[src/rtl/mem_arbiter.sv]
// Two-client arbiter for a dual-read-port RAM with registered read data.
// Round-robin on ties, optional client lock, reads take two cycles and writes one.
`timescale 1ns/1ps

`ifndef MEMORY_ADDR_WIDTH
`define MEMORY_ADDR_WIDTH 10
`endif
`ifndef MEMORY_DATA_WIDTH
`define MEMORY_DATA_WIDTH 16
`endif

module mem_arbiter #(
    parameter int ADDR_W = `MEMORY_ADDR_WIDTH,
    parameter int DATA_W = `MEMORY_DATA_WIDTH
) (
    input  logic              clock,
    input  logic              reset,
    input  logic              c0_req,
    input  logic              c0_we,
    input  logic              c0_lock,
    input  logic [ADDR_W-1:0] c0_addr1,
    input  logic [ADDR_W-1:0] c0_addr2,
    input  logic [DATA_W-1:0] c0_wdata,
    output logic              c0_gnt,
    output logic              c0_rvalid,
    output logic [DATA_W-1:0] c0_rdata1,
    output logic [DATA_W-1:0] c0_rdata2,
    input  logic              c1_req,
    input  logic              c1_we,
    input  logic              c1_lock,
    input  logic [ADDR_W-1:0] c1_addr1,
    input  logic [ADDR_W-1:0] c1_addr2,
    input  logic [DATA_W-1:0] c1_wdata,
    output logic              c1_gnt,
    output logic              c1_rvalid,
    output logic [DATA_W-1:0] c1_rdata1,
    output logic [DATA_W-1:0] c1_rdata2,
    output logic [ADDR_W-1:0] ram_addr1,
    output logic [ADDR_W-1:0] ram_addr2,
    output logic [DATA_W-1:0] ram_data,
    output logic              ram_wren,
    input  logic [DATA_W-1:0] ram_q1,
    input  logic [DATA_W-1:0] ram_q2,
    output logic              busy
);

    typedef enum logic [0:0] {IDLE = 1'b0, RD_WAIT = 1'b1} state_t;

    localparam logic [1:0] OWN_NONE = 2'd0;
    localparam logic [1:0] OWN_C0   = 2'd1;
    localparam logic [1:0] OWN_C1   = 2'd2;

    state_t            state_r, state_nxt_s;
    logic [1:0]        owner_r, owner_nxt_s;
    logic              rr_last_r, rr_last_nxt_s;      // 0 = c0, 1 = c1
    logic              rd_client_r, rd_client_nxt_s;  // target of the read in flight
    logic [DATA_W-1:0] c0_rdata1_r, c0_rdata2_r, c1_rdata1_r, c1_rdata2_r;
    logic              gnt0_s, gnt1_s, grant_s, winner_s;
    logic              win_we_s, win_lock_s;

    // Arbitration: grants only from IDLE; an owner excludes the other client.
    always_comb begin
        gnt0_s = 1'b0;
        gnt1_s = 1'b0;
        if ((state_r == IDLE) && !reset) begin
            case (owner_r)
                OWN_C0:   gnt0_s = c0_req;
                OWN_C1:   gnt1_s = c1_req;
                OWN_NONE: begin
                    if (c0_req && c1_req) begin
                        gnt0_s = rr_last_r;
                        gnt1_s = ~rr_last_r;
                    end else begin
                        gnt0_s = c0_req;
                        gnt1_s = c1_req;
                    end
                end
                default: begin
                    gnt0_s = 1'b0;
                    gnt1_s = 1'b0;
                end
            endcase
        end else begin
            gnt0_s = 1'b0;
            gnt1_s = 1'b0;
        end
    end

    assign grant_s  = gnt0_s | gnt1_s;
    assign winner_s = gnt1_s;

    // RAM port mux: winner's fields during a grant, all zero otherwise.
    always_comb begin
        ram_addr1  = {ADDR_W{1'b0}};
        ram_addr2  = {ADDR_W{1'b0}};
        ram_data   = {DATA_W{1'b0}};
        ram_wren   = 1'b0;
        win_we_s   = 1'b0;
        win_lock_s = 1'b0;
        if (gnt0_s) begin
            ram_addr1  = c0_addr1;
            ram_addr2  = c0_addr2;
            ram_data   = c0_wdata;
            ram_wren   = c0_we;
            win_we_s   = c0_we;
            win_lock_s = c0_lock;
        end else if (gnt1_s) begin
            ram_addr1  = c1_addr1;
            ram_addr2  = c1_addr2;
            ram_data   = c1_wdata;
            ram_wren   = c1_we;
            win_we_s   = c1_we;
            win_lock_s = c1_lock;
        end else begin
            ram_wren   = 1'b0;
        end
    end

    // Next state, ownership and round-robin bookkeeping.
    always_comb begin
        state_nxt_s     = state_r;
        owner_nxt_s     = owner_r;
        rr_last_nxt_s   = rr_last_r;
        rd_client_nxt_s = rd_client_r;
        case (state_r)
            IDLE: begin
                if (grant_s) begin
                    rr_last_nxt_s = winner_s;
                    owner_nxt_s   = win_lock_s ? (winner_s ? OWN_C1 : OWN_C0) : OWN_NONE;
                    if (!win_we_s) begin
                        state_nxt_s     = RD_WAIT;
                        rd_client_nxt_s = winner_s;
                    end else begin
                        state_nxt_s = IDLE;
                    end
                end else begin
                    state_nxt_s = IDLE;
                end
            end
            RD_WAIT: state_nxt_s = IDLE;
            default: state_nxt_s = IDLE;
        endcase
    end

    // State registers; the read data is latched into the target's holding registers.
    always_ff @(posedge clock or posedge reset) begin
        if (reset) begin
            state_r     <= IDLE;
            owner_r     <= OWN_NONE;
            rr_last_r   <= 1'b1;
            rd_client_r <= 1'b0;
            c0_rdata1_r <= {DATA_W{1'b0}};
            c0_rdata2_r <= {DATA_W{1'b0}};
            c1_rdata1_r <= {DATA_W{1'b0}};
            c1_rdata2_r <= {DATA_W{1'b0}};
        end else begin
            state_r     <= state_nxt_s;
            owner_r     <= owner_nxt_s;
            rr_last_r   <= rr_last_nxt_s;
            rd_client_r <= rd_client_nxt_s;
            if (state_r == RD_WAIT) begin
                if (rd_client_r) begin
                    c1_rdata1_r <= ram_q1;
                    c1_rdata2_r <= ram_q2;
                end else begin
                    c0_rdata1_r <= ram_q1;
                    c0_rdata2_r <= ram_q2;
                end
            end
        end
    end

    // RAM data is forwarded in the rvalid cycle and held afterwards.
    assign c0_gnt    = gnt0_s;
    assign c1_gnt    = gnt1_s;
    assign c0_rvalid = (state_r == RD_WAIT) && !rd_client_r;
    assign c1_rvalid = (state_r == RD_WAIT) && rd_client_r;
    assign c0_rdata1 = c0_rvalid ? ram_q1 : c0_rdata1_r;
    assign c0_rdata2 = c0_rvalid ? ram_q2 : c0_rdata2_r;
    assign c1_rdata1 = c1_rvalid ? ram_q1 : c1_rdata1_r;
    assign c1_rdata2 = c1_rvalid ? ram_q2 : c1_rdata2_r;
    assign busy      = (state_r != IDLE) || (owner_r != OWN_NONE);

endmodule

[config.mk]
export PLATFORM = sky130hd
export DESIGN_NAME = mem_arbiter
export DESIGN_NICKNAME = d
export VERILOG_FILES = /design/src/rtl/mem_arbiter.sv
export SDC_FILE = /design/constraint.sdc
export NUM_CORES = 1
export LEC_CHECK = 0
export BUFFER_PORTS_ARGS = -buffer_cell sky130_fd_sc_hd__buf_2
export CELL_PAD_IN_SITES_DETAIL_PLACEMENT = 1
export CELL_PAD_IN_SITES_GLOBAL_PLACEMENT = 2
export CORE_MARGIN = 2
export CORE_UTILIZATION = 26
export DETAILED_ROUTE_END_ITERATION = 10
export PLACE_DENSITY_LB_ADDON = 0.1
export SLEW_MARGIN = 20
export SYNTH_ARGS = -nofsm -noshare
export SYNTH_HDL_FRONTEND = slang
export SYNTH_SLANG_ARGS = --single-unit
export TNS_END_PERCENT = 10
[constraint.sdc]
create_clock -name clock -period 6.05 [get_ports clock]
set_clock_uncertainty 0.2 [all_clocks]
set_input_delay 0.3025 -clock clock [delete_from_list [all_inputs] [get_ports clock]]
set_output_delay 0.3025 -clock clock [all_outputs]
set_load 0.005 [all_outputs]
# Word-level counts from Yosys, hierarchy flattened
# Cells that the tools add are included.
# Widths: inputs -> output; s select.
# word_totals
register_bits	69
input_bits	112
out_inout_bits	106
wordCells	53
# classes
n_eq_ne	2
n_mux	25
bitwise	5
reduce_logical	13
# op_table
op	n
$mux 16	6
$mux 10	4
$mux 1	10
$pmux 1 s2	3
$reduce_and 2->1	3
$logic_and 1x1->1	4
$mux 2	2
$not 1->1	4
$reduce_and 3->1	1
$eq 2x1->1 const B	1
$eq 2x2->1 const B	1
$logic_not 1->1	2
$logic_not 2->1	1
$reduce_bool 2->1	1
$logic_or 1x1->1	1
$or 1x1->1	1

# Logic depth before layout (Yosys ltp)
# Gate-level depths: netlist of the first run.
# logic_depth
depth_word	9
depth_mapped	5
depth_no_buf	3

# Worst setup path after synthesis of the first run
# Ideal clock, no wire load.
# synth_path
path_kind	register to output
from	register owner_r[1]
to	output port ram_addr2[0]
t_arrival_ns	1.495
t_required_ns	5.548
setup_slack_ns	4.052
path_stages_with_launch	6
n_path_buf	2
path_cell_list	dfrtp_1 -> or4b_4 -> a21oi_2 -> buf_4 -> buf_6 -> a22o_1
# synth_between
elab_chain_cells	5
elab_cells_between_ends	9
cone_classes	2 x eq/ne; 6 x mux; 1 x reduce/logical
# synth_lines
item	line	text
start: declaration	54	logic [1:0] owner_r, owner_nxt_s;
start signal: assignment	158	owner_r <= owner_nxt_s;
$eq 2x2->1 / $logic_not 2->1 (equally long branches)	66	case (owner_r)
$pmux 1 s2	66	
$mux 1	65	if ((state_r == IDLE) && !reset) begin
$mux 10	107	end else if (gnt1_s) begin
$mux 10 *	100	if (gnt0_s) begin
end: declaration	39	output logic [ADDR_W-1:0] ram_addr2,
# Every way passes the cells marked *; elsewhere a longest branch is shown, timed or not.

# Final worst setup path of the first run
# layout_path
from	input port reset
to	output port ram_addr2[9]
# layout_between
elab_chain_cells	5
elab_cells_between_ends	6
cone_classes	4 x mux; 2 x reduce/logical
# layout_lines
item	line	text
start: declaration	17	input logic reset,
$logic_not 1->1 (no line) *	-	
$logic_and 1x1->1 *	65	
$mux 1	65	
$mux 10	107	
$mux 10 *	100	
# Marked as above.

==> results of run 1 <==
final timing paths:
path	startpoint	end	slack [ns]	depth (start not counted)
worst max-delay path	reset	ram_addr2[9]	2.99	7
worst min-delay path	c0_lock	owner_r[0]$_DFFE_PP0P_	0.03	2
worst max register to register	state_r$_DFF_PP0_	owner_r[1]$_DFFE_PP0P_	3.85	3
worst min register to register	c1_rdata1_r[3]$_DFFE_PP0P_	c1_rdata1_r[3]$_DFFE_PP0P_	0.29	1
max in group asynchronous	reset	c1_rdata1_r[13]$_DFFE_PP0P_	4.31	4
min in group asynchronous	reset	c0_rdata2_r[3]$_DFFE_PP0P_	0.34	3
cell usage in the layout, fill, tap and decap left out, types with 2 or more instances in the layout:
cell type,count
inv_1,5
bufinv_16,2
dlygate4sd3_1,2
buf_4,4
dfrtp_1,68
clkbuf_16,9
nand2_1,2
a21o_1,2
buf_2,217
inv_6,3
mux2_2,65
a22o_1,37
power breakdown:
part / switching [mW] / internal (mW)
clock: 0.214 / 0.368
combinational: 0.381 / 0.461
sequential: 0.0625 / 0.695
total: 0.657 / 1.52
sequential cells by signal, indices dropped and copies added, names as in the netlist:
signal	flops
rd_client_r	1
c1_rdata2_r	16
c0_rdata1_r	16
c0_rdata2_r	16
state_r	1
owner_r	2
c1_rdata1_r	16
rr_last_r	1
cell usage after synthesis:
cell	n	area (um2)
mux2_2	65	732.0
inv_1	6	22.52
or4b_4	1	13.76
dfrtp_1	68	1702
a31oi_4	1	21.27
buf_4	1	7.510
buf_1	6	22.52
o2bb2ai_1	1	8.760
a22o_1	37	324.1
or3_1	1	6.260
a21oi_2	1	8.760
nor2_1	1	3.750
dfstp_2	1	26.28
a21o_1	2	15.01
mux2_1	1	11.26
buf_6	5	56.30
a211oi_1	1	7.510
buf_2	2	10.01
nand2_1	2	7.510
or4b_1	1	10.01
repair_timing:
item / in CTS / in global routing
setup buffers: 0 / 0
hold endpoints to repair: 16 / 0
hold buffers: 2 / 0
final cells by class:
type                            count  area share [%]
Clock buffer                        9           4.903
Clock inverter                      7           2.288
Inverter                            6          0.4903
Timing Repair Buffer              224           25.33
Multi-Input combinational cell    115           25.47
Tap cell                          143           3.895
Sequential cell                    69           37.62
metrics by stage:
stage	utilization, %	instances	setup WS [ns]	power [mW]
5_1_grt	40.40	573	2.870	2.341
3_5_place_dp	37.07	554	3.264	1.619
4_1_cts	40.16	572	2.682	2.224
3_3_place_gp	37.07	554	3.291	1.600
6_report	40.40	573	2.992	2.182
2_1_floorplan	-	204	3.809	1.206
routing by layer:
metal | up-vias | share of wire [%]
li1 | 1209 | -
met1 | 1266 | 42
met2 | 125 | 48
met3 | 12 | 8.3
met4 | 0 | 1.5
met5 | - | 0
logic make-up (layout without fill, tap and decap cells):
| logic type | Yosys count | in the layout | synth area share (%) |
|---|---|---|---|
| DFF | 69 | 69 | 57.28 |
| buffers and inverters | 20 | 246 | 3.940 |
| and+or+nand+nor | 6 | 6 | 1.369 |
| AOI/OAI and AO/OA | 43 | 43 | 12.77 |
| muxes | 66 | 66 | 24.64 |
worst reg2reg max path, stage by stage (launching register included):
cell and delay (ns):
dfrtp_1 0.42, or4b_1 0.56, a31oi_4 0.52, mux2_1 0.38
==> impl_metrics.env, run 1 <==
export IMPL_post_route_cell_area_um2=4593
export IMPL_grt_pass1_vias=2808
export IMPL_tns_ns=0
export IMPL_rsz0062_at_grt="false"
export IMPL_num_vias=2612
export IMPL_cts_sinks=69
export IMPL_cts_resized=0
export IMPL_grt_util_met3_pct=4.627
export IMPL_synth_fp_nets=316
export IMPL_io_pins=218
export IMPL_cts_buffer_depth=2
export IMPL_crit_path_max_incr_delay_ns=0.56
export IMPL_cpMaxStageDelayCell="dlygate4sd3_1"
export IMPL_num_antenna_cells=0
export IMPL_mappedNetlistArea_um2=3017
export IMPL_vias_per_cell=4.558
export IMPL_hold_viol=0
export IMPL_startpoint_type="input port"
export IMPL_ant_nets=0
export IMPL_met2_usage_pct=25.98
export IMPL_path_cells="dlygate4sd3_1 -> buf_2 -> or4b_1 -> a31oi_4 -> buf_16 -> a22o_1 -> buf_2"
export IMPL_die_w_um=111.7
export IMPL_regArea_um2=1728
export IMPL_drtPass1Iterations=4
export IMPL_drive_gt1_share_pct=71.63
export IMPL_hold_ws_ns=0.03039
export IMPL_ys_seq_elements=69
export IMPL_drv_slew=0
export IMPL_num_rows=39
export IMPL_die_h_um=111.7
export IMPL_drt_total_wl_um=9851
export IMPL_hp_class="input port to flop"
export IMPL_fmax_mhz=327.0
export IMPL_crit_arrival_ns=2.56
export IMPL_status="complete, no violations"
export IMPL_tightest_slew_ns=0.6866
export IMPL_leakagePower_nw=2.396
export IMPL_antenna_found_initial=0
export IMPL_critical_path_required_ns=5.55
export IMPL_clock_latency_ns=0.32
export IMPL_setup_viol=0
export IMPL_grt_pass1_wl_um=15320
export IMPL_portBuffers=217
export IMPL_path_class="input port to output pin"
export IMPL_global_route_overflow_total=0
export IMPL_netlist_instances=204
export IMPL_drt_initial_drc_count=66
export IMPL_cpMostUsedCell="buf_2"
export IMPL_gr_usage_met1_pct=19.61
export IMPL_vdd_drop_max_uv=199.3
export IMPL_grt_busiest_layer="met2"
export IMPL_cp_max_fo=26
export IMPL_htree_levels=3
export IMPL_multi_input_area_um2=1170
export IMPL_clk_pin_slew_ns=0.06
export IMPL_cts_root_buf="clkbuf_16"
export IMPL_nFillCells=1294
export IMPL_place_gp_congestion=0.7639
export IMPL_synth_seq_area_share_pct=57.28
export IMPL_core_area_um2=11370
export IMPL_track_usage_pct=15.65
export IMPL_maxSlewHeadroom_pct=54.23
export IMPL_post_dp_cell_area_um2=4215
export IMPL_cts_buffers=9
export IMPL_cp_top_family="buffers and inverters"
export IMPL_critPathBufInv=4
export IMPL_syn_to_final_growth_pct=52.26
export IMPL_drc=0
export IMPL_dp_hpwl_um=7489
export IMPL_power_density_nw_per_um2=475.0
export IMPL_fin_crit_sh_pct=50.54
export IMPL_nets=537
export IMPL_wire_per_inst_um=17.19
export IMPL_initial_utilization_pct=26.53
export IMPL_cts_tree="yes"
export IMPL_fin_crit_ns=3.058
export IMPL_syn_area_per_cell_um2=14.79
export IMPL_ys_warn_count=0
export IMPL_cap_violations=0
export IMPL_synth_cell_types=20
export IMPL_grt_start_max_net_pins=55
export IMPL_die_area_um2=12480
export IMPL_endpoint_kind="output pin"
No activity file was read; power rests on OpenSTA's default activity.
==> run 2: changes to the inputs <==
--- a/config.mk
+++ b/config.mk
@@ -9,7 +9,7 @@
 export CELL_PAD_IN_SITES_DETAIL_PLACEMENT = 1
 export CELL_PAD_IN_SITES_GLOBAL_PLACEMENT = 2
 export CORE_MARGIN = 2
-export CORE_UTILIZATION = 26
+export CORE_UTILIZATION = 24
 export DETAILED_ROUTE_END_ITERATION = 10
 export PLACE_DENSITY_LB_ADDON = 0.1
 export SLEW_MARGIN = 20
==> constraint.sdc (replaced) <==
create_clock -name clock -period 3 [get_ports clock]
set_clock_uncertainty 0.2 [all_clocks]
set_input_delay 0.15 -clock clock [delete_from_list [all_inputs] [get_ports clock]]
set_output_delay 0.15 -clock clock [all_outputs]
set_load 0.005 [all_outputs]
==> run 2 against run 1 <==
Compared with the run above: largest cell class unchanged; via count grew 5.6%; core utilization rose by 0.14 points; register-to-register slack got worse by 3.2 ns; non-clock buffer count rose by 40; global-route usage is 0.79 points lower; critical path type unchanged; critical endpoint is now ram_data[7].
==> impl_metrics.env, run 2 (same netlist as run 1, synthesis figures left out) <==
export IMPL_path_cells="dlygate4sd3_1 -> buf_2 -> or4b_1 -> a31oi_4 -> buf_4 -> a22o_1 -> buf_2"
export IMPL_switching_share_pct=30.11
export IMPL_portBuffers=217
export IMPL_cts_buffers=9
export IMPL_core_area_um2=12160
export IMPL_multi_input_area_um2=1170
export IMPL_track_usage_pct=14.86
export IMPL_cpMostUsedCell="buf_2"
export IMPL_cts_sinks=69
export IMPL_finalPower_mw=4.218
export IMPL_clock_latency_ns=0.32
export IMPL_drive_gt1_share_pct=65.74
export IMPL_io_pins=218
export IMPL_htree_levels=3
export IMPL_fmax_mhz=373.0
export IMPL_endpoint_kind="output pin"
export IMPL_hp_class="input port to flop"
export IMPL_drv_slew=0
export IMPL_cp_top_family="buffers and inverters"
export IMPL_startpoint_type="input port"
export IMPL_nFillCells=1398
export IMPL_die_w_um=116.1
export IMPL_grt_pass1_wl_um=15080
export IMPL_global_route_overflow_total=0
export IMPL_layout_commonest_cell="buf_2"
export IMPL_cap_violations=0
export IMPL_vias_per_cell=4.321
export IMPL_rsz0062_at_grt="false"
export IMPL_drtPass1Iterations=3
export IMPL_crit_path_max_incr_delay_ns=0.54
export IMPL_power_density_nw_per_um2=855.7
export IMPL_dp_hpwl_um=7678
export IMPL_ant_nets=0
export IMPL_tns_ns=0
export IMPL_clockPowerShare_pct=22.6
export IMPL_die_area_um2=13480
export IMPL_layout_common_cells="buf_2, dfrtp_1, mux2_2, dlygate4sd3_1, a22o_1"
export IMPL_vdd_drop_max_uv=404.4
export IMPL_status="complete, no violations"
export IMPL_leakagePower_nw=2.532
export IMPL_setup_viol=0
export IMPL_drt_total_wl_um=10200
export IMPL_fin_crit_ns=2.681
export IMPL_num_vias=2757
export IMPL_hold_viol=0
export IMPL_post_cts_repair_setup_buffers=0
export IMPL_wire_per_inst_um=15.99
export IMPL_maxSlewHeadroom_pct=53.02
export IMPL_num_rows=40
export IMPL_combPwrFrac_pct=41.3
export IMPL_cpMaxStageDelayCell="dlygate4sd3_1"
export IMPL_grt_pass1_vias=2889
export IMPL_drt_initial_drc_count=76
export IMPL_path_class="input port to output pin"
export IMPL_fin_crit_sh_pct=89.37
export IMPL_power_net_switching_mw=1.270
export IMPL_critical_path_required_ns=2.65
export IMPL_place_gp_congestion=0.7249
export IMPL_initial_utilization_pct=24.80
export IMPL_drc=0
export IMPL_num_antenna_cells=0
export IMPL_clk_pin_slew_ns=0.05
export IMPL_tightest_slew_ns=0.7036
export IMPL_critPathBufInv=4
export IMPL_syn_to_final_growth_pct=63.42
export IMPL_cts_root_buf="clkbuf_16"
export IMPL_seq_power_share_pct=36.1
export IMPL_grt_start_max_net_pins=39
export IMPL_antenna_found_initial=0
export IMPL_crit_arrival_ns=2.33
export IMPL_cts_buffer_depth=2
export IMPL_regArea_um2=1728
export IMPL_cts_tree="yes"
export IMPL_cp_max_fo=38
export IMPL_p_int_mw=2.948
export IMPL_die_h_um=116.1
export IMPL_nets=577
## run 2: worst reg2reg max path: cells and delay by family, from the launching register on
kind / cells / cell delay (ns)
AOI/OAI and AO/OA: 2 / 0.43
buffers and inverters: 1 / 0.58
DFF: 1 / 0.41
and+or+nand+nor: 1 / 0.57
## run 2: metal layers
layer	part of all wire (%)	global-route usage (%)
met5	0	0
met4	1.9	5.952
met3	8.4	4.203
met2	53	27.68
met1	37	15.80
## run 2: final timing paths
path	startpoint	to	slack, ns	depth (start not counted)
worst min register to register	c1_rdata1_r[1]$_DFFE_PP0P_	c1_rdata1_r[1]$_DFFE_PP0P_	0.29	1
worst max-delay path	reset	ram_data[7]	0.32	7
min in group asynchronous	reset	c1_rdata2_r[3]$_DFFE_PP0P_	0.33	3
worst min-delay path	c0_req	rr_last_r$_DFFE_PP1P_	0.008	3
max in group asynchronous	reset	c1_rdata2_r[12]$_DFFE_PP0P_	1.49	4
worst max register to register	owner_r[1]$_DFFE_PP0P_	rd_client_r$_DFFE_PP0P_	0.70	4
## run 2: what timing repair did
item | 4_1_cts | 5_1_grt
resized for setup | 0 | 0
hold buffers | 38 | 0
hold endpoints to repair | 99 | 0
## run 2: stage by stage
step	instances	hold WS [ns]	setup WS, ns	util [%]	cell area, um2
floorplan	204	0.08470	0.9118	-	3017
global route	638	0.01178	0.2079	40.54	4930
detailed placement	584	0.1530	0.6763	35.23	4284
finish	638	0.008007	0.3188	40.54	4930
CTS	638	0.001322	0.2690	40.54	4930
global placement	584	0.1405	0.7188	35.23	4284
## run 2: area by class of cell
class | count | area share, %
multi-input combinational | 115 | 23.73
timing repair buffer | 264 | 31.12
clock buffer | 13 | 5.076
tap | 168 | 4.264
clock inverter | 3 | 0.3046
inverter | 6 | 0.4569
sequential | 69 | 35.05
## run 2: power by group through the flow
stage | combinational (mW) | clock (mW) | sequential (mW)
2_1_floorplan | 0.933 | 0 | 1.50
5_1_grt | 1.93 | 1.03 | 1.58
3_5_place_dp | 1.73 | 0 | 1.54
6_report | 1.74 | 0.954 | 1.52
3_3_place_gp | 1.72 | 0 | 1.53
4_1_cts | 1.79 | 0.985 | 1.53
==> run 3: changes to the inputs <==
--- a/config.mk
+++ b/config.mk
@@ -12,6 +12,7 @@
 export CORE_UTILIZATION = 24
 export DETAILED_ROUTE_END_ITERATION = 10
 export PLACE_DENSITY_LB_ADDON = 0.1
+export RECOVER_POWER = 100
 export SLEW_MARGIN = 20
 export SYNTH_ARGS = -nofsm -noshare
 export SYNTH_HDL_FRONTEND = slang
==> run 3 against run 2 <==
Compared with the run above: critical path depth did not move; total power fell by 3.7%; fmax fell by 3.4%; first-iteration DRC count rose by 9.2%; design area fell by 2.4%; cell count did not move; hold slack got worse by 0.00068 ns; setup slack got worse by 0.095 ns.
==> impl_metrics.env, run 3 (same netlist as run 1, synthesis figures left out) <==
export IMPL_core_area_um2=12160
export IMPL_place_gp_congestion=0.7249
export IMPL_die_w_um=116.1
export IMPL_cpMaxStageDelayCell="dlygate4sd3_1"
export IMPL_wire_per_inst_um=16.07
export IMPL_grt_pass1_vias=2889
export IMPL_fin_crit_ns=2.776
export IMPL_io_pins=218
export IMPL_drtPass1Iterations=4
export IMPL_fmax_mhz=360.2
export IMPL_cap_violations=0
export IMPL_clock_latency_ns=0.32
export IMPL_clockPowerShare_pct=23.5
export IMPL_ff2ff_path_depth=4
export IMPL_worstReg2RegStart="owner_r[1]$_DFFE_PP0P_"
export IMPL_wl_met1_um=3859
export IMPL_num_rows=40
export IMPL_cts_buffer_depth=2
export IMPL_num_vias=2774
export IMPL_layout_common_cells="buf_2, clkbuf_1, dfrtp_1, dlygate4sd3_1"
export IMPL_vias_per_cell=4.348
export IMPL_syn_to_final_growth_pct=59.48
export IMPL_wl_met2_um=5352
export IMPL_clk_pin_slew_ns=0.05
export IMPL_wl_met3_um=842
export IMPL_instances_no_fill=638
export IMPL_fin_crit_sh_pct=92.54
export IMPL_switching_share_pct=31.66
export IMPL_initial_utilization_pct=24.80
export IMPL_drt_initial_drc_count=83
export IMPL_nets=577
export IMPL_critical_path_required_ns=2.65
export IMPL_critPathBufInv=4
export IMPL_cp_startpoint="reset"
export IMPL_setup_viol=0
export IMPL_power_density_nw_per_um2=844.0
export IMPL_layout_commonest_cell="buf_2"
export IMPL_die_area_um2=13480
export IMPL_p_int_mw=2.775
export IMPL_route_top_layer_used="met4"
export IMPL_drive_gt1_share_pct=41.49
export IMPL_cts_sinks=69
export IMPL_cts_hold_buf=38
export IMPL_hold_viol=0
export IMPL_antenna_found_initial=0
export IMPL_path_cells="dlygate4sd3_1 -> clkbuf_1 -> or4b_1 -> a21oi_2 -> clkbuf_2 -> a22o_1 -> clkbuf_1"
export IMPL_status="complete, no violations"
export IMPL_r2r_end="rd_client_r$_DFFE_PP0P_"
export IMPL_cp_endpoint="ram_data[8]"
export IMPL_path_class="input port to output pin"
export IMPL_startpoint_type="input port"
export IMPL_cts_resized=0
export IMPL_grt_pass1_wl_um=15080
export IMPL_tns_ns=0
export IMPL_vdd_drop_max_uv=391.4
export IMPL_ant_nets=0
export IMPL_seq_power_share_pct=37.7
export IMPL_crit_arrival_ns=2.43
export IMPL_dp_hpwl_um=7678
export IMPL_reg2reg_slack_ns=0.66
export IMPL_cpMostUsedCell="clkbuf_1"
export IMPL_maxSlewHeadroom_pct=13.29
export IMPL_rsz0062_at_grt="false"
export IMPL_leakagePower_nw=2.281
export IMPL_cts_buffers=9
export IMPL_crit_path_max_incr_delay_ns=0.54
export IMPL_combPwrFrac_pct=38.8
export IMPL_cp_max_fo=28
export IMPL_tightest_slew_ns=1.299
export IMPL_post_cts_repair_setup_buffers=0
export IMPL_die_h_um=116.1
export IMPL_cts_root_buf="clkbuf_16"
export IMPL_cp_top_family="buffers and inverters"
export IMPL_num_antenna_cells=0
export IMPL_power_net_switching_mw=1.286
export IMPL_cts_tree="yes"
export IMPL_hp_class="input port to flop"
export IMPL_endpoint_kind="output pin"
export IMPL_track_usage_pct=14.86
export IMPL_crit_cells=7
export IMPL_dp_cells=584
export IMPL_drv_slew=0
export IMPL_global_route_overflow_total=0
export IMPL_nFillCells=1423
export IMPL_htree_levels=3
export IMPL_drt_total_wl_um=10250
export IMPL_drc=0
export IMPL_portBuffers=217
export IMPL_grt_start_max_net_pins=39
export IMPL_finalCoreUtilization_pct=39.56
==> run 3: changes by cell type in the layout (fill, tap and decap cells not counted), moves of 3 or more <==
cell      delta
clkbuf_1    +76
buf_4        -8
mux2_2      -36
buf_2       -71
clkbuf_2     +3
mux2_1      +36
==> run 3: per-stage QoR <==
| stage | cell area [um2] | power (mW) | hold slack (ns) | worst slack [ns] |
|---|---|---|---|---|
| floorplan | 3017 | 2.431 | 0.08470 | 0.9118 |
| global placement | 4284 | 3.247 | 0.1405 | 0.7188 |
| detailed placement | 4284 | 3.279 | 0.1530 | 0.6763 |
| CTS | 4930 | 4.304 | 0.001322 | 0.2690 |
| global route | 4811 | 4.379 | 0.01195 | 0.1070 |
| finish | 4811 | 4.060 | 0.007330 | 0.2238 |
==> run 3: layer usage <==
metal	vias to the layer above	GRT usage [%]
li1	1283	-
met1	1355	15.80
met2	123	27.68
met3	13	4.203
met4	0	5.952
met5	-	0
==> run 3: power by group through the flow <==
stage | logic (mW) | registers (mW) | clock network (mW)
global placement | 1.72 | 1.53 | 0
detailed placement | 1.73 | 1.54 | 0
finish | 1.58 | 1.53 | 0.955
floorplan | 0.933 | 1.50 | 0
CTS | 1.79 | 1.53 | 0.985
global route | 1.76 | 1.59 | 1.03
==> run 3: area by class of cell <==
cell class	instances	area, um2	share of cell area (%)
flip-flops and latches	69	1728	35.92
repair buffers	264	1419	29.49
inverters	6	22.52	0.4681
multi-input cells	115	1166	24.24
well taps	168	210.2	4.369
clock inverters	3	15.01	0.3121
clock buffers	13	250.2	5.202
==> run 3: worst register-to-register path, delay by kind of cell (launching register included) <==
kind | cells | cell delay (ns)
buf+inv | 1 | 0.58
compound gates | 2 | 0.44
flops | 1 | 0.41
simple gates | 1 | 0.60
==> run 3: worst min-delay path by stage <==
stage / startpoint / endpoint / cells after the start
after floorplan: c1_lock / owner_r[1]$_DFFE_PP0P_ / 1
after global placement: reset / c0_rdata2_r[3]$_DFFE_PP0P_ / 2
after detailed placement: reset / c0_rdata2_r[3]$_DFFE_PP0P_ / 2
after CTS: c0_req / rr_last_r$_DFFE_PP1P_ / 3
after global routing: c0_req / rr_last_r$_DFFE_PP1P_ / 3
final: c0_req / rr_last_r$_DFFE_PP1P_ / 3
